[src/rtl/serial_pkg.sv]
// Shared types and constants for the serial deserializer.
// Optional parity support is enabled by defining SERIAL_DESER_PARITY_EN.
package serial_pkg;

    typedef enum logic [1:0] {
        IDLE  = 2'd0,
        SHIFT = 2'd1,
        PAR   = 2'd2
    } state_e;

    localparam int STATE_W = 2;

    localparam logic [STATE_W-1:0] S_IDLE  = 2'd0;
    localparam logic [STATE_W-1:0] S_SHIFT = 2'd1;
    localparam logic [STATE_W-1:0] S_PAR   = 2'd2;

endpackage

[src/rtl/deser_hold_reg.sv]
// One-entry valid/ready hold register with sticky overrun detection.
// Carries a parity status bit alongside each word.
module deser_hold_reg
    import serial_pkg::*;
#(
    parameter int WIDTH = 8
) (
    input  logic             clk,
    input  logic             rst,
    input  logic             clr,
    input  logic             push,
    input  logic [WIDTH-1:0] push_data,
    input  logic             push_perr,
    input  logic             out_ready,
    output logic [WIDTH-1:0] out_data,
    output logic             out_valid,
    output logic             parity_err,
    output logic             overrun
);

    logic pop;
    logic load;

    assign pop  = out_valid & out_ready;
    assign load = push & (~out_valid | out_ready);

    always_ff @(posedge clk or posedge rst) begin
        if (rst) begin
            out_data   <= '0;
            out_valid  <= 1'b0;
            parity_err <= 1'b0;
        end else if (load) begin
            out_data   <= push_data;
            out_valid  <= 1'b1;
            parity_err <= push_perr;
        end else if (pop) begin
            out_valid  <= 1'b0;
        end
    end

    // A word arriving while the entry is full and not draining is lost.
    always_ff @(posedge clk or posedge rst) begin
        if (rst) begin
            overrun <= 1'b0;
        end else if (clr) begin
            overrun <= 1'b0;
        end else if (push && !load) begin
            overrun <= 1'b1;
        end
    end

endmodule

[src/rtl/serial_deser.sv]
// Serial-in, parallel-out receiver: FSM, bit counter and shift register.
// Define SERIAL_DESER_PARITY_EN to expect an even-parity bit after each word.
module serial_deser
    import serial_pkg::*;
#(
    parameter int WIDTH     = 8,
    parameter bit MSB_FIRST = 1'b1
) (
    input  logic             clk,
    input  logic             rst,
    input  logic             clr,
    input  logic             serial_in,
    input  logic             bit_valid,
    output logic [WIDTH-1:0] out_data,
    output logic             out_valid,
    input  logic             out_ready,
    output logic             overrun,
    output logic             busy,
    output logic             parity_err
);

    localparam int CW = $clog2(WIDTH + 1);
    localparam logic [CW-1:0] LAST = CW'(WIDTH - 1);

    logic [STATE_W-1:0] state;
    logic [STATE_W-1:0] state_nx;
    logic [CW-1:0]      cnt;
    logic [CW-1:0]      cnt_nx;
    logic [WIDTH-1:0]   sh;
    logic [WIDTH-1:0]   sh_nx;
    logic [WIDTH-1:0]   sh_shift;
    logic               push;
    logic [WIDTH-1:0]   push_data;
    logic               push_perr;

    always_comb begin
        if (MSB_FIRST) begin
            sh_shift = {sh[WIDTH-2:0], serial_in};
        end else begin
            sh_shift = {serial_in, sh[WIDTH-1:1]};
        end
    end

    always_comb begin
        state_nx  = state;
        cnt_nx    = cnt;
        sh_nx     = sh;
        push      = 1'b0;
        push_data = sh_shift;
        push_perr = 1'b0;
        if (clr) begin
            state_nx = S_IDLE;
            cnt_nx   = '0;
            sh_nx    = '0;
        end else if (bit_valid) begin
            case (state)
                S_IDLE, S_SHIFT: begin
                    sh_nx = sh_shift;
                    if (cnt == LAST) begin
                        cnt_nx = '0;
`ifdef SERIAL_DESER_PARITY_EN
                        state_nx = S_PAR;
`else
                        state_nx = S_IDLE;
                        push     = 1'b1;
`endif
                    end else begin
                        cnt_nx   = cnt + 1'b1;
                        state_nx = S_SHIFT;
                    end
                end
`ifdef SERIAL_DESER_PARITY_EN
                // Data bits are complete; this bit is the parity bit.
                S_PAR: begin
                    state_nx  = S_IDLE;
                    push      = 1'b1;
                    push_data = sh;
                    push_perr = ^{sh, serial_in};
                end
`endif
                default: begin
                    state_nx = S_IDLE;
                    cnt_nx   = '0;
                end
            endcase
        end
    end

    always_ff @(posedge clk or posedge rst) begin
        if (rst) begin
            state <= S_IDLE;
            cnt   <= '0;
            sh    <= '0;
        end else begin
            state <= state_nx;
            cnt   <= cnt_nx;
            sh    <= sh_nx;
        end
    end

    assign busy = (state != S_IDLE);

    logic hold_perr;

    deser_hold_reg #(
        .WIDTH(WIDTH)
    ) u_hold (
        .clk       (clk),
        .rst       (rst),
        .clr       (clr),
        .push      (push),
        .push_data (push_data),
        .push_perr (push_perr),
        .out_ready (out_ready),
        .out_data  (out_data),
        .out_valid (out_valid),
        .parity_err(hold_perr),
        .overrun   (overrun)
    );

`ifdef SERIAL_DESER_PARITY_EN
    assign parity_err = hold_perr;
`else
    assign parity_err = 1'b0;
`endif

endmodule

[config.mk]
export PLATFORM = sky130hd
export DESIGN_NAME = serial_deser
export DESIGN_NICKNAME = d
export VERILOG_FILES = /design/src/rtl/serial_pkg.sv /design/src/rtl/deser_hold_reg.sv /design/src/rtl/serial_deser.sv
export SDC_FILE = /design/constraint.sdc
export NUM_CORES = 1
export LEC_CHECK = 0
export CAP_MARGIN = 15
export CORE_MARGIN = 2
export CORE_UTILIZATION = 38
export DETAILED_ROUTE_END_ITERATION = 8
export PLACE_DENSITY_LB_ADDON = 0.15
export RECOVER_POWER = 25
export SLEW_MARGIN = 30
export SYNTH_ARGS = -nofsm -noshare
export SYNTH_HDL_FRONTEND = slang
export SYNTH_HIERARCHICAL = 1
export SYNTH_SLANG_ARGS = --single-unit
[constraint.sdc]
create_clock -name clk -period 2.19 [get_ports clk]
set_clock_uncertainty 0.05 [all_clocks]
set_input_delay 0.219 -clock clk [delete_from_list [all_inputs] [get_ports clk]]
set_output_delay 0.219 -clock clk [all_outputs]
set_load 0.03 [all_outputs]
* After elaboration in Yosys (flattened, before gate mapping)
Cells that the tools add are included.
** Operators by class
- Add/subtract/negate cells :: 1
- Eq/ne operators :: 2
- Muxes and demuxes :: 19
- Bitwise operators :: 4
- Reduce and logical (&&, ||, !) cells :: 10
** Operators with widths (number)
- 7-bit 2-to-1 mux :: 3
- 4-bit 2-to-1 mux :: 4
- 2-bit nonzero test :: 5
- 1-bit 2-to-1 mux :: 9
- 2-bit 2-to-1 mux :: 3
- 4-bit by 1-bit adder with 4-bit output, second input constant :: 1
- 4-bit by 3-bit equality test with 1-bit output, second input constant :: 1
- 1-bit bitwise AND :: 2
- 2-bit by 1-bit equality test with 1-bit output, second input constant :: 1
- 2-bit zero test :: 1
- 2-bit AND reduction :: 1
- 2-bit OR reduction :: 1
- 1-bit logical AND :: 1
- 1-bit zero test :: 1
- 1-bit inverter :: 1
- 1-bit bitwise OR :: 1
** Storage, ports and cells
- Flip-flop bits (word level) :: 23
- Input bits :: 6
- Output and inout bits :: 12
- Logic and storage cells :: 42

* Depth between registers and ports, before layout
- Word-level depth :: 10
- Depth in mapped cells :: 5
- Gate-level depth less buffers :: 5

* By module
The synthesis kept the hierarchy.
** Modules (own cells, without submodules)
- serial_deser :: instances 1, cells each 50, area an instance 594.3 µm², sequential area each 300.3 µm²
- deser_hold_reg :: instances 1, cells each 27, area an instance 426.7 µm², sequential area each 275.3 µm²

* Worst setup path before layout
Ideal clock, no wire load.
- Path kind :: reg2reg
- Start point :: register cnt[0]
- End point :: register u_hold.out_data[0]
- Library setup time :: 0.125 ns
- Arrival time :: 1.485 ns
- Data required time :: 2.015 ns
- Slack :: 0.530 ns
- Cell stages (with the launch flop) :: 6
- Path buffers :: 0
- Clock period less this slack :: 1.660 ns
- Path through :: dfrtp_1 -> ha_1 -> and4b_1 -> and2b_1 -> nand2_4 -> mux2_2
** Between the ends
- Word-level cells in the longest chain between the ends :: 6
** RTL lines
- start, declared :: line serial_deser.sv:27 : logic [CW-1:0] cnt;
- start signal, assigned :: line serial_deser.sv:96 : cnt <= cnt_nx;
- 4-bit by 3-bit equality test with 1-bit output :: line serial_deser.sv:59 : if (cnt == LAST) begin
- 1-bit 2-to-1 mux :: line serial_deser.sv:59
- 1-bit 2-to-1 mux :: line serial_deser.sv:56 : case (state)
- 1-bit 2-to-1 mux :: line serial_deser.sv:55 : end else if (bit_valid) begin
- 1-bit 2-to-1 mux :: line serial_deser.sv:51 : if (clr) begin
- net push :: line serial_deser.sv:32 : logic push;
- 1-bit bitwise AND :: line deser_hold_reg.sv:25 : assign load = push & (~out_valid | out_ready);
- end signal, assigned :: line deser_hold_reg.sv:33 : out_data <= push_data;
- end, declared :: line deser_hold_reg.sv:15 : output logic [WIDTH-1:0] out_data,
The timed path passes the listed nets, and every way through them passes these cells.
A chain may end at the register's enable or synchronous reset.

* Final worst setup path
Ends and elaborated chain as after synthesis.

==> flow_metrics.env <==
export IMPL_core_area_um2=2480
export IMPL_placementRows=18
export IMPL_rsz0062_at_grt="no"
export IMPL_drtPass1Iterations=4
export IMPL_slew_viol_final=0
export IMPL_die_y_um=54.9
export IMPL_fin_setup_tns_ps=0
export IMPL_fmax_mhz=566
export IMPL_power_leakage_nw=0.603
export IMPL_critPathLaunchType="flip-flop"
export IMPL_critPathArrivalTime_ps=1910
export IMPL_cellPowerDensity_nw_per_um2=580
export IMPL_clock_path_buffers=2
export IMPL_cts_hold_buf=0
export IMPL_worstPathMaxFanout=8
export IMPL_syn_area_um2=985
export IMPL_postCtsSetupBuffers=0
export IMPL_peakVddDrop_mv=0.338
export IMPL_grt_overflow=0
export IMPL_htreeDepth=1
export IMPL_die_area_um2=3010
export IMPL_initial_core_util=0.397
export IMPL_cts_tree="done"
export IMPL_setup_worst_path_end_class="flip-flop"
export IMPL_setup_viol=0
export IMPL_grt_use_total=0.136
export IMPL_layoutNonFillerInstCount=123
export IMPL_clkTransAtPathRegs_ps=120
export IMPL_drtAntennaViolNets=0
export IMPL_cts_buffers=3
export IMPL_drc=0
export IMPL_dieWidth_um=54.9
export IMPL_path_class="reg -> reg"
export IMPL_finalCriticalPeriod_ps=1770
export IMPL_initialDrtViolationCount=2
export IMPL_vias_per_cell=4.85
export IMPL_area_growth_pct=21.7
export IMPL_ys_warnings_count=6
export IMPL_cts_resized=0
export IMPL_antenna_cells=0
export IMPL_insertion_delay_ps=300
export IMPL_grt_pass1_wl_mm=2.77
export IMPL_drt_wl_total_mm=1.68
export IMPL_hold_class="in -> async"
export IMPL_synthesis_nets=82
export IMPL_crit_required_ps=2330
export IMPL_dp_cells=119
export IMPL_r2r_cells=5
export IMPL_r2r_end="u_hold/out_data[0]"
export IMPL_grt_pass1_vias=597
export IMPL_io_buffers=16
export IMPL_clock_sinks=22
export IMPL_max_cap_violations=0
export IMPL_dp_final_hpwl_mm=1.19
export IMPL_synth_area_per_cell_um2=13.1
export IMPL_outcome="completed"
export IMPL_io_pins=18
export IMPL_antenna_found_initial=0
export IMPL_min_period_over_period=0.806
export IMPL_cts_root_buf="clkbuf_4"
export IMPL_worstReg2RegStart="cnt[0]"
export IMPL_grt_max_degree=16
export IMPL_gp_congestion=0.649
export IMPL_vias=597
export IMPL_hold_violations=0
export IMPL_drive_above_1_share=0.226
export IMPL_r2r_slack_ps=420
export IMPL_nets=101
export IMPL_wl_per_cell_um=13.7
export IMPL_synth_cells=75
[metrics by stage]
| step | power [mW] | setup slack [ps] | area [um^2] | hold WS (ps) | utilization |
|---|---|---|---|---|---|
| after floorplan | 0.467 | 540 | 985 | 9.18 | - |
| after global placement | 0.486 | 464 | 1160 | 438 | 0.469 |
| after detailed placement | 0.487 | 438 | 1160 | 444 | 0.469 |
| after CTS | 0.707 | 411 | 1200 | 180 | 0.484 |
| after global routing | 0.731 | 347 | 1200 | 330 | 0.484 |
| final | 0.696 | 425 | 1200 | 301 | 0.484 |
[routing by layer]
metal	vias to the layer above	global-route usage	wire length, um
met2	11	0.202	802
met3	2	0.0323	55
met4	0	0.0732	19
met5	-	0	0
li1	284	-	-
met1	300	0.185	803
[registers in the layout, indices dropped and copies added, names as in the netlist]
register          count
sh                    7
cnt                   4
state                 1
u_hold/out_valid      1
u_hold/overrun        1
u_hold/out_data       8
[power breakdown]
| group | switching [mW] | leakage, nW | internal [mW] |
|---|---|---|---|
| logic | 0.0326 | 0.278 | 0.0248 |
| clock network | 0.117 | 0.0210 | 0.101 |
| registers | 0.00689 | 0.304 | 0.413 |
| total | 0.157 | 0.603 | 0.539 |
[worst max-delay path, stage by stage (launching register included)]
cell     delay, ps
dfrtp_1        450
ha_1           270
and4b_1        210
and2b_1        200
nand2_4        130
mux2_2         340
[how the worst max path moves through the flow]
| stage | startpoint | end |
|---|---|---|
| global placement | cnt[0] | u_hold/out_data[2] |
| global route | cnt[0] | u_hold/out_data[7] |
| detailed placement | cnt[0] | u_hold/out_data[0] |
| CTS | cnt[0] | u_hold/out_data[0] |
| floorplan | cnt[0] | u_hold/out_data[0] |
| finish | cnt[0] | u_hold/out_data[0] |
[cell usage in the layout, fill, tap and decap left out, drive strengths merged, types with 2 or more instances in the layout]
cell type,count
clkbuf,4
nand3b,2
nor3,2
buf,2
clkdlybuf4s50,15
mux2,9
mux2i,8
inv,3
nor2,11
dfrtp,22
[cell type report]
type                       count  area [um^2]
tap                           30         37.5
inverter                       3         11.3
clock buffer                   4         36.3
sequential                    22          551
multi-input combinational     46          388
timing repair buffer          18          175
fill                         239         1280
Power figures use the tool's default switching activity.
